===== src/rtl/pokey_timer_pair.sv =====
// Paired AUDF divider: two WIDTH-bit down-counters, independent or chained to 2*WIDTH; borrows are registered, 1 clk after the tick.
// No backpressure: every tick, write and stimer is consumed in the cycle it is presented.
module pokey_timer_pair #(
  parameter int WIDTH = 8
) (
  input  logic             clk,
  input  logic             reset,
  input  logic             tick_lo,
  input  logic             tick_hi,
  input  logic             join_mode,
  input  logic             wr_lo,
  input  logic             wr_hi,
  input  logic [WIDTH-1:0] din,
  input  logic             stimer,
  output logic             borrow_lo,
  output logic             borrow_hi,
  output logic [WIDTH-1:0] cnt_lo,
  output logic [WIDTH-1:0] cnt_hi
);

  logic [WIDTH-1:0] audf_lo, audf_hi;
  logic [WIDTH-1:0] audf_lo_new, audf_hi_new;
  logic [WIDTH-1:0] nxt_lo, nxt_hi;
  logic             uf_lo, uf_hi;

  // stimer sees the value being written this cycle; tick reloads see the old one
  assign audf_lo_new = wr_lo ? din : audf_lo;
  assign audf_hi_new = wr_hi ? din : audf_hi;

  always_comb begin
    nxt_lo = cnt_lo;
    nxt_hi = cnt_hi;
    uf_lo  = 1'b0;
    uf_hi  = 1'b0;
    if (stimer) begin
      nxt_lo = audf_lo_new;
      nxt_hi = audf_hi_new;
    end else if (join_mode) begin
      if (tick_lo) begin
        if (cnt_lo != '0) begin
          nxt_lo = cnt_lo - WIDTH'(1);
        end else if (cnt_hi != '0) begin
          nxt_lo = '1;
          nxt_hi = cnt_hi - WIDTH'(1);
          uf_lo  = 1'b1;
        end else begin
          nxt_lo = audf_lo;
          nxt_hi = audf_hi;
          uf_lo  = 1'b1;
          uf_hi  = 1'b1;
        end
      end
    end else begin
      if (tick_lo) begin
        if (cnt_lo != '0) begin
          nxt_lo = cnt_lo - WIDTH'(1);
        end else begin
          nxt_lo = audf_lo;
          uf_lo  = 1'b1;
        end
      end
      if (tick_hi) begin
        if (cnt_hi != '0) begin
          nxt_hi = cnt_hi - WIDTH'(1);
        end else begin
          nxt_hi = audf_hi;
          uf_hi  = 1'b1;
        end
      end
    end
  end

  always_ff @(posedge clk or posedge reset) begin
    if (reset) begin
      audf_lo   <= '0;
      audf_hi   <= '0;
      cnt_lo    <= '0;
      cnt_hi    <= '0;
      borrow_lo <= 1'b0;
      borrow_hi <= 1'b0;
    end else begin
      if (wr_lo) audf_lo <= din;
      if (wr_hi) audf_hi <= din;
      cnt_lo    <= nxt_lo;
      cnt_hi    <= nxt_hi;
      borrow_lo <= uf_lo;
      borrow_hi <= uf_hi;
    end
  end

endmodule

===== config.mk =====
export PLATFORM = sky130hd
export DESIGN_NAME = pokey_timer_pair
export DESIGN_NICKNAME = d
export VERILOG_FILES = /design/src/rtl/pokey_timer_pair.sv
export SDC_FILE = /design/constraint.sdc
export NUM_CORES = 1
export LEC_CHECK = 0
export CORE_MARGIN = 3
export CORE_UTILIZATION = 45
export CTS_CLUSTER_SIZE = 16
export DETAILED_ROUTE_END_ITERATION = 8
export GPL_TIMING_DRIVEN = 0
export MAX_ROUTING_LAYER = met4
export PLACE_DENSITY = 0.79
export SLEW_MARGIN = 20
export SYNTH_ARGS = -nofsm -noshare
export SYNTH_HDL_FRONTEND = slang
export SYNTH_SLANG_ARGS = --single-unit

===== constraint.sdc =====
create_clock -name clk -period 2.3 [get_ports clk]
set_input_delay 0.46 -clock clk [delete_from_list [all_inputs] [get_ports clk]]
set_output_delay 0.46 -clock clk [all_outputs]
set_load 0.01 [all_outputs]

## After elaboration in Yosys (flattened, before gate mapping)

Cells that the tools add are included.
W data, S select, Z words.

| word-level totals | value |
|---|---|
| register bits after elaboration | 34 |
| input bits | 16 |
| output and inout port bits | 18 |
| logic and storage cells | 39 |

| operators by class | value |
|---|---|
| add/subtract/negate cells | 2 |
| reduce and logical (&&, ||, !) cells | 5 |
| eq/ne operators | 2 |
| multiplexer cells | 24 |

Operator list:

| cell | number |
|---|---|
| $mux W8 | 15 |
| $reduce_bool A8 Y1 | 2 |
| $sub A8 B1 Y8 const B | 2 |
| $mux W1 | 9 |
| $ne A3 B2 Y1 const B | 1 |
| $ne A3 B3 Y1 const B | 1 |
| $reduce_and A3 Y1 | 1 |
| $reduce_bool A3 Y1 | 1 |
| $reduce_bool A2 Y1 | 1 |

## Longest topological paths before layout

Gate-level depths: netlist of run 1.

| depth | value |
|---|---|
| word-level depth | 6 |
| gate-level depth with buffers | 7 |

## Least setup slack after synthesis of run 1

OpenSTA, ideal clock, no wires.

| timing | value |
|---|---|
| path type | reg2reg |
| start point | register cnt_lo[0] |
| end point | register cnt_hi[0] |
| arrival | 1974 ps |
| stages on the path, launching flop included | 7 |
| period minus slack after synthesis | 2078 ps |
| buffers on the path | 0 |
| slack | 222 ps |
| cell sequence | dfrtp_1 inv_1 ha_1 or3b_2 o31a_1 a2111o_1 o311ai_1 |

| on the way | value |
|---|---|
| longest elaborated chain between the ends | 3 |

Ends and longest elaborated chain:

| item | line | source |
|---|---|---|
| start: declaration | 17 | `output logic [WIDTH-1:0] cnt_lo,` |
| start signal: assignment | 84 | `cnt_lo <= nxt_lo;` |
| $reduce_bool A8 Y1 | 40 | `if (cnt_lo != '0) begin` |
| $ne A3 B3 Y1 (no source line) | n/a |  |
| $reduce_and A3 Y1 (no source line) | n/a |  |
| end signal: assignment | 85 | `cnt_hi <= nxt_hi;` |
| end: declaration | 18 | `output logic [WIDTH-1:0] cnt_hi` |

Every way passes these cells.
A chain may end at the register's enable or synchronous reset.

## Final worst setup path of run 1

| timing | value |
|---|---|
| start point | register cnt_lo[1] |
| end point | register cnt_hi[0] |

The elaborated chain is that of the path after synthesis.

==> results of run 1 <==
layout by cell type (no fill, tap or decap), types with 2 or more instances in the layout:
cell type,n
dfrtp_1,32
clkdlybuf4s50_1,30
mux2_2,14
nor2_1,12
a21oi_1,11
clkbuf_1,9
nor3_1,9
inv_1,8
nand2_1,6
o21ai_0,6
a221o_1,6
or3_1,6
nor3b_1,6
clkbuf_8,6
buf_4,5
o31a_1,4
o211ai_1,4
nand2b_1,3
nand3_1,3
a22o_1,3
o31ai_1,3
or4_1,3
o21a_1,3
a31oi_1,3
ha_1,3
o21ai_1,2
xnor2_1,2
dfrtp_2,2
what timing repair did:
item / in CTS / in global routing
setup endpoints to repair: 5 / 10
resized for setup: 1 / 4
pin swaps: 0 / 1
setup buffers: 2 / 3
worst max-delay path by stage:
| stage | startpoint | to | depth (start not counted) | slack, ns |
|---|---|---|---|---|
| global route | cnt_lo[1] | cnt_lo[0] | 7 | -0.005 |
| global placement | cnt_hi[0] | cnt_lo[4] | 6 | -0.003 |
| detailed placement | cnt_hi[0] | cnt_lo[4] | 6 | -0.04 |
| CTS | cnt_lo[0] | cnt_hi[3] | 6 | 0.01 |
| finish | cnt_lo[1] | cnt_hi[0] | 6 | 0.08 |
| floorplan | cnt_lo[0] | cnt_hi[0] | 6 | 0.22 |
state kept, by name, indices dropped and copies added, names as in the netlist:
signal / flops
audf_hi: 8
audf_lo: 8
borrow_hi: 1
borrow_lo: 1
cnt_hi: 8
cnt_lo: 8
metrics by stage:
stage | setup WS, ns | TNS [ns]
floorplan | 0.2224 | 0
global placement | -0.002580 | -0.002580
detailed placement | -0.04315 | -0.1268
CTS | 0.01207 | 0
global route | -0.004870 | -0.007939
finish | 0.08439 | 0
kinds of logic after synthesis:
group	Yosys count	synth area share, %
buffers and inverters	19	3.851
adder cells (fa/ha/maj)	3	1.992
AO/OA/AOI/OAI	57	22.05
AND/OR/NAND/NOR	56	17.66
multiplexers	14	8.366
XOR/XNOR	2	0.9298
flip-flops	34	45.15
cell type report:
class | count | area, um^2 | share of cell area, %
Sequential cell | 34 | 853.3 | 35.65
Clock buffer | 7 | 86.33 | 3.607
Clock inverter | 1 | 5.005 | 0.2091
Tap cell | 48 | 60.06 | 2.509
Buffer | 10 | 38.79 | 1.620
Multi-Input combinational cell | 132 | 978.4 | 40.88
Timing Repair Buffer | 35 | 337.8 | 14.11
Inverter | 9 | 33.78 | 1.411
routing by layer:
metal	share of wire (%)	wire [um]	track usage, %	vias to the layer above
met2	48	2344	30.48	63
met4	2.3	112	9.603	0
met3	6.4	312	4.972	9
met5	0	0	-	-
li1	-	-	-	786
met1	43	2080	27.18	831
power by group:
part / leakage (nW) / switching, mW / total (mW) / internal [mW]
logic: 0.464 / 0.216 / 0.469 / 0.253
registers: 0.405 / 0.105 / 0.780 / 0.674
clock network: 0.0482 / 0.214 / 0.455 / 0.241
worst max-delay path, stage by stage (launching register included):
cell and delay [ns]:
dfrtp_2 0.44, inv_1 0.11, ha_1 0.19, or3b_2 0.50, o31a_1 0.36, a2111o_1 0.41, o311ai_1 0.09
==> reports/metrics.cfg, run 1 <==
[floorplan]
core.rowCount=22
dieArea_um2=5000
die_x_um=70.71
core_area_um2=3854
io_pins=34
initial_core_util_pct=48.90
die-height_um=70.71

[worst_hold_path]
hold_path_depth=1
min_path_type=reg2reg
min_to=audf_lo[4]
min_from=audf_lo[4]

[sta]
worst_slew_pin_slew_ns=0.6986
drv_slew=0
hold_viol_final=0
fin_crit_sh_pct=96.33
setup_viol=0
final.min_clock_period_ns=2.216
fin_skew_ns=0.006475
holdWs_ns=0.5279
slew_headroom_pct=53.36
rsz0062_at_grt=true
timing.fmax_mhz=451.3

[cells_and_area]
drive_gt1_share_pct=16.23
final_cell_count_no_fill=276
area_growth_pct=27.03
layout.nets=246
fin_util_pct=62.11
num_antenna_cells=0
nFillCells=334
final_cell_area_um2=2394

[synthesis]
ys_async_sr_fraction_pct=100.0
synth.most_common_cell=dfrtp_1
syn_nets=204
synthTopCellsByArea=dfrtp_1, mux2_2, a221o_1
ys_types=43
synth_seq_cells=34
synthCells=185
yosysTopAreaCell=dfrtp_1
seq_area_frac_synth_pct=45.15
synthFlopType=dfrtp_1
ys_warn_count=0
synth_edf_count=0
syn_avg_cell_area_um2=10.19
ys_top_cells_by_count=dfrtp_1, mux2_2, nor2_1
synth_area_um2=1884
synth_top_area_share_pct=45.15

[clock_tree]
cts_hold_buf=0
cts_tree=done
clk_path_buf_depth=2
htree_levels=2
path_clk_slew_ns=0.07
cts_num_sinks=34
clk_latency_ns=0.29
cts_buffers=5
root_buffer=clkbuf_8

[drt]
drt_iter0_markers=176
post_drt_wl_per_cell_um=17.57
dr.pass1.iters=4
postRouteAntennaNets=0
routed-via-count=1689
vias_per_cell=6.120
routed_wirelength_mm=4.850
drc=0

[setup_path]
endpoint_kind=register
worstSetupPathType=reg2reg
r2r_start=cnt_lo[1]
crit_path_start_kind=register
crit_required_ns=2.48
critPathMaxFanout=6
timing.rr.end=cnt_hi[0]
r2r.worst_path.cells=6
rrSetupSlack_ns=0.08
cp_data_arrival_time_ns=2.39

[placement]
dp_hpwl_mm=3.359
dpl_cell_area_um2=2245
gp_congestion=0.8944
io_buffers=30
post-place-cells=263

[power_and_ir_drop]
p_per_area_nw_per_um2=711.9
p_leak_nw=0.9169
total_power_mw=1.704
ir_drop_v=0.0003406

[flow_run]
maxCapViolCount=0

[global_routing]
grt-ovfl-total=0
track_usage_pct=20.80
first_global_vias=1690
grt_max_degree=35
grt_pass1_wl_mm=8.010
antenna_found_initial=0

[run_status]
status=complete, no violations

Note: power is estimated with default switching activity, not from simulation.
==> run 2, diff against run 1 <==
clock period = 2.5 ns   (was 2.3 ns; I/O delays follow)
==> run 2 against run 1 <==
Utilization shrank 0.58 points. Register-to-register slack gained 0.09 ns. Via count shrank 0.18%. Die area is the same. Largest power group unchanged. Critical path depth grew 1.
==> reports/metrics.cfg, run 2 (synthesis gave the netlist of run 1 again) <==
[run_status]
status=complete, no violations

[global_routing]
first_global_vias=1703  ; +0.77%
grt-ovfl-total=0  ; unchanged
grt_pass1_wl_mm=7.879  ; -1.6%
antenna_found_initial=0  ; unchanged
track_usage_pct=20.46  ; -0.34 points
grt_max_degree=35  ; unchanged

[drt]
vias_per_cell=6.131  ; +0.19%
routed_wirelength_mm=4.825  ; -0.52%
drt_iter0_markers=195  ; +11%
post_drt_wl_per_cell_um=17.55  ; -0.15%
postRouteAntennaNets=0  ; unchanged
dr.pass1.iters=4  ; unchanged
drc=0  ; unchanged
routed-via-count=1686  ; -0.18%

[setup_path]
cp_data_arrival_time_ns=2.50  ; +0.11 ns
r2r_start=cnt_lo[0]
rrSetupSlack_ns=0.17  ; +0.09 ns
worstSetupPathType=reg2reg
timing.rr.end=cnt_lo[0]
endpoint_kind=register
crit_chain=inv_1 -> ha_1 -> nor3b_1 -> nand2_1 -> buf_2 -> or3_1 -> a221o_1
cpMaxStageDelayCell=dfrtp_1
crit_path_start_kind=register
crit_required_ns=2.67  ; +0.19 ns
r2r.worst_path.cells=7  ; +1
critPathMaxFanout=10  ; +4
slowest_delay_ns=0.45  ; -0.05 ns

[cells_and_area]
fin_util_pct=61.53  ; -0.58 points
final_cell_count_no_fill=275  ; -0.36%
final_common_cell=dfrtp_1
num_antenna_cells=0  ; unchanged
final_cell_mix=dfrtp_1, clkdlybuf4s50_1, mux2_2
register_area_um2=850.8  ; -0.29%
drive_gt1_share_pct=14.10  ; -2.1 points
area_growth_pct=25.83
multi_input_area_um2=965.9  ; -1.3%
nFillCells=339  ; +1.5%
layout.nets=245  ; -0.41%

[floorplan]
core.rowCount=22  ; unchanged
initial_core_util_pct=48.90  ; unchanged
die-height_um=70.71  ; unchanged
die_x_um=70.71  ; unchanged
dieArea_um2=5000  ; unchanged
core_area_um2=3854  ; unchanged
io_pins=34  ; unchanged

[placement]
post-place-cells=263  ; unchanged
gp_congestion=0.8944  ; unchanged
dp_hpwl_mm=3.359  ; unchanged
io_buffers=30  ; unchanged

[worst_hold_path]
hold_path_depth=1  ; unchanged
min_to=audf_lo[4]
min_path_type=reg2reg
min_from=audf_lo[4]

[clock_tree]
htree_levels=2  ; unchanged
clk_path_buf_depth=2  ; unchanged
root_buffer=clkbuf_8
clk_latency_ns=0.29  ; about the same
cts_num_sinks=34  ; unchanged
cts_tree=done
path_clk_slew_ns=0.07  ; about the same
cts_buffers=5  ; unchanged

[sta]
drv_slew=0  ; unchanged
final.min_clock_period_ns=2.329  ; +0.1130 ns
worst_slew_pin_slew_ns=0.6992  ; +0.0005833 ns
rsz0062_at_grt=false
slew_headroom_pct=53.32  ; about the same
fin_skew_ns=0.006745  ; +0.0002708 ns
timing.fmax_mhz=429.4  ; -4.9%
fin_crit_sh_pct=93.15  ; -3.2 points
fin_tns_setup_ns=0  ; unchanged
hold_viol_final=0  ; unchanged
setup_viol=0  ; unchanged

[power_and_ir_drop]
p_per_area_nw_per_um2=658.3  ; -7.5%
ir_drop_v=0.0002992  ; -12%
p_leak_nw=0.9132  ; -0.41%
total_power_mw=1.561  ; -8.4%

[flow_run]
maxCapViolCount=0  ; unchanged

## run 2: cell count changes in the layout (fill, tap and decap cells not counted), sizes merged
cell	before	now
buf	7	6
## run 2: metrics by stage
step	hold WS [ns]	worst slack (ns)	area (um^2)
final	0.5288	0.1714	2371
after global placement	0.5061	0.1974	2245
after global routing	0.5444	0.02162	2371
after CTS	0.5307	0.1397	2336
after detailed placement	0.5156	0.1568	2245
after floorplan	0.4909	0.4224	1884
## run 2: worst max path at each step
stage	start	slack, ns	depth (start not counted)	to
after floorplan	cnt_lo[0]	0.42	6	cnt_hi[0]
after CTS	cnt_hi[0]	0.14	6	cnt_lo[4]
final	cnt_lo[0]	0.17	7	cnt_lo[0]
after global placement	cnt_hi[0]	0.20	6	cnt_lo[4]
after global routing	cnt_lo[0]	0.02	7	cnt_lo[0]
after detailed placement	cnt_hi[0]	0.16	6	cnt_lo[4]
## run 2: report_power, final
group	leakage (nW)	internal, mW	total, mW	switching [mW]
sequential	0.407	0.619	0.718	0.0988
combinational	0.458	0.230	0.424	0.194
clock	0.0482	0.222	0.418	0.196
total	0.913	1.07	1.56	0.489
## run 2: final cells by class
| cell class | instances | share of cell area (%) |
|---|---|---|
| well taps | 48 | 2.533 |
| repair buffers | 34 | 13.93 |
| clock inverters | 1 | 0.2111 |
| multi-input cells | 132 | 40.74 |
| clock buffers | 7 | 3.641 |
| plain buffers | 10 | 1.636 |
| flip-flops and latches | 34 | 35.88 |
| inverters | 9 | 1.425 |
## run 2: repair_timing
action	4_1_cts	5_1_grt
setup buffers	0	4
setup endpoints to repair	0	5
hold buffers	0	0
resized for setup	0	1
## run 2: critical path, delay by kind of cell, from the launching register on
kind	cells	cell delay, ns
buffers and inverters	2	0.37
AO/OA/AOI/OAI	1	0.29
adder cells (fa/ha/maj)	1	0.19
flip-flops	1	0.45
AND/OR/NAND/NOR	3	0.91
## run 2: routing by layer
metal  wire, um  track usage, %  vias up
met4        123           9.812        0
met5          0               -        -
met3        327           5.114       11
li1           -               -      790
met1       2067           26.46      822
met2       2306           29.97       63
==> run 3, diff against run 2 <==
HOLD_SLACK_MARGIN = 0.05   (was unset)
==> results of run 3 <==
The final DEF is identical to that of run 2; final timing and power are the same.
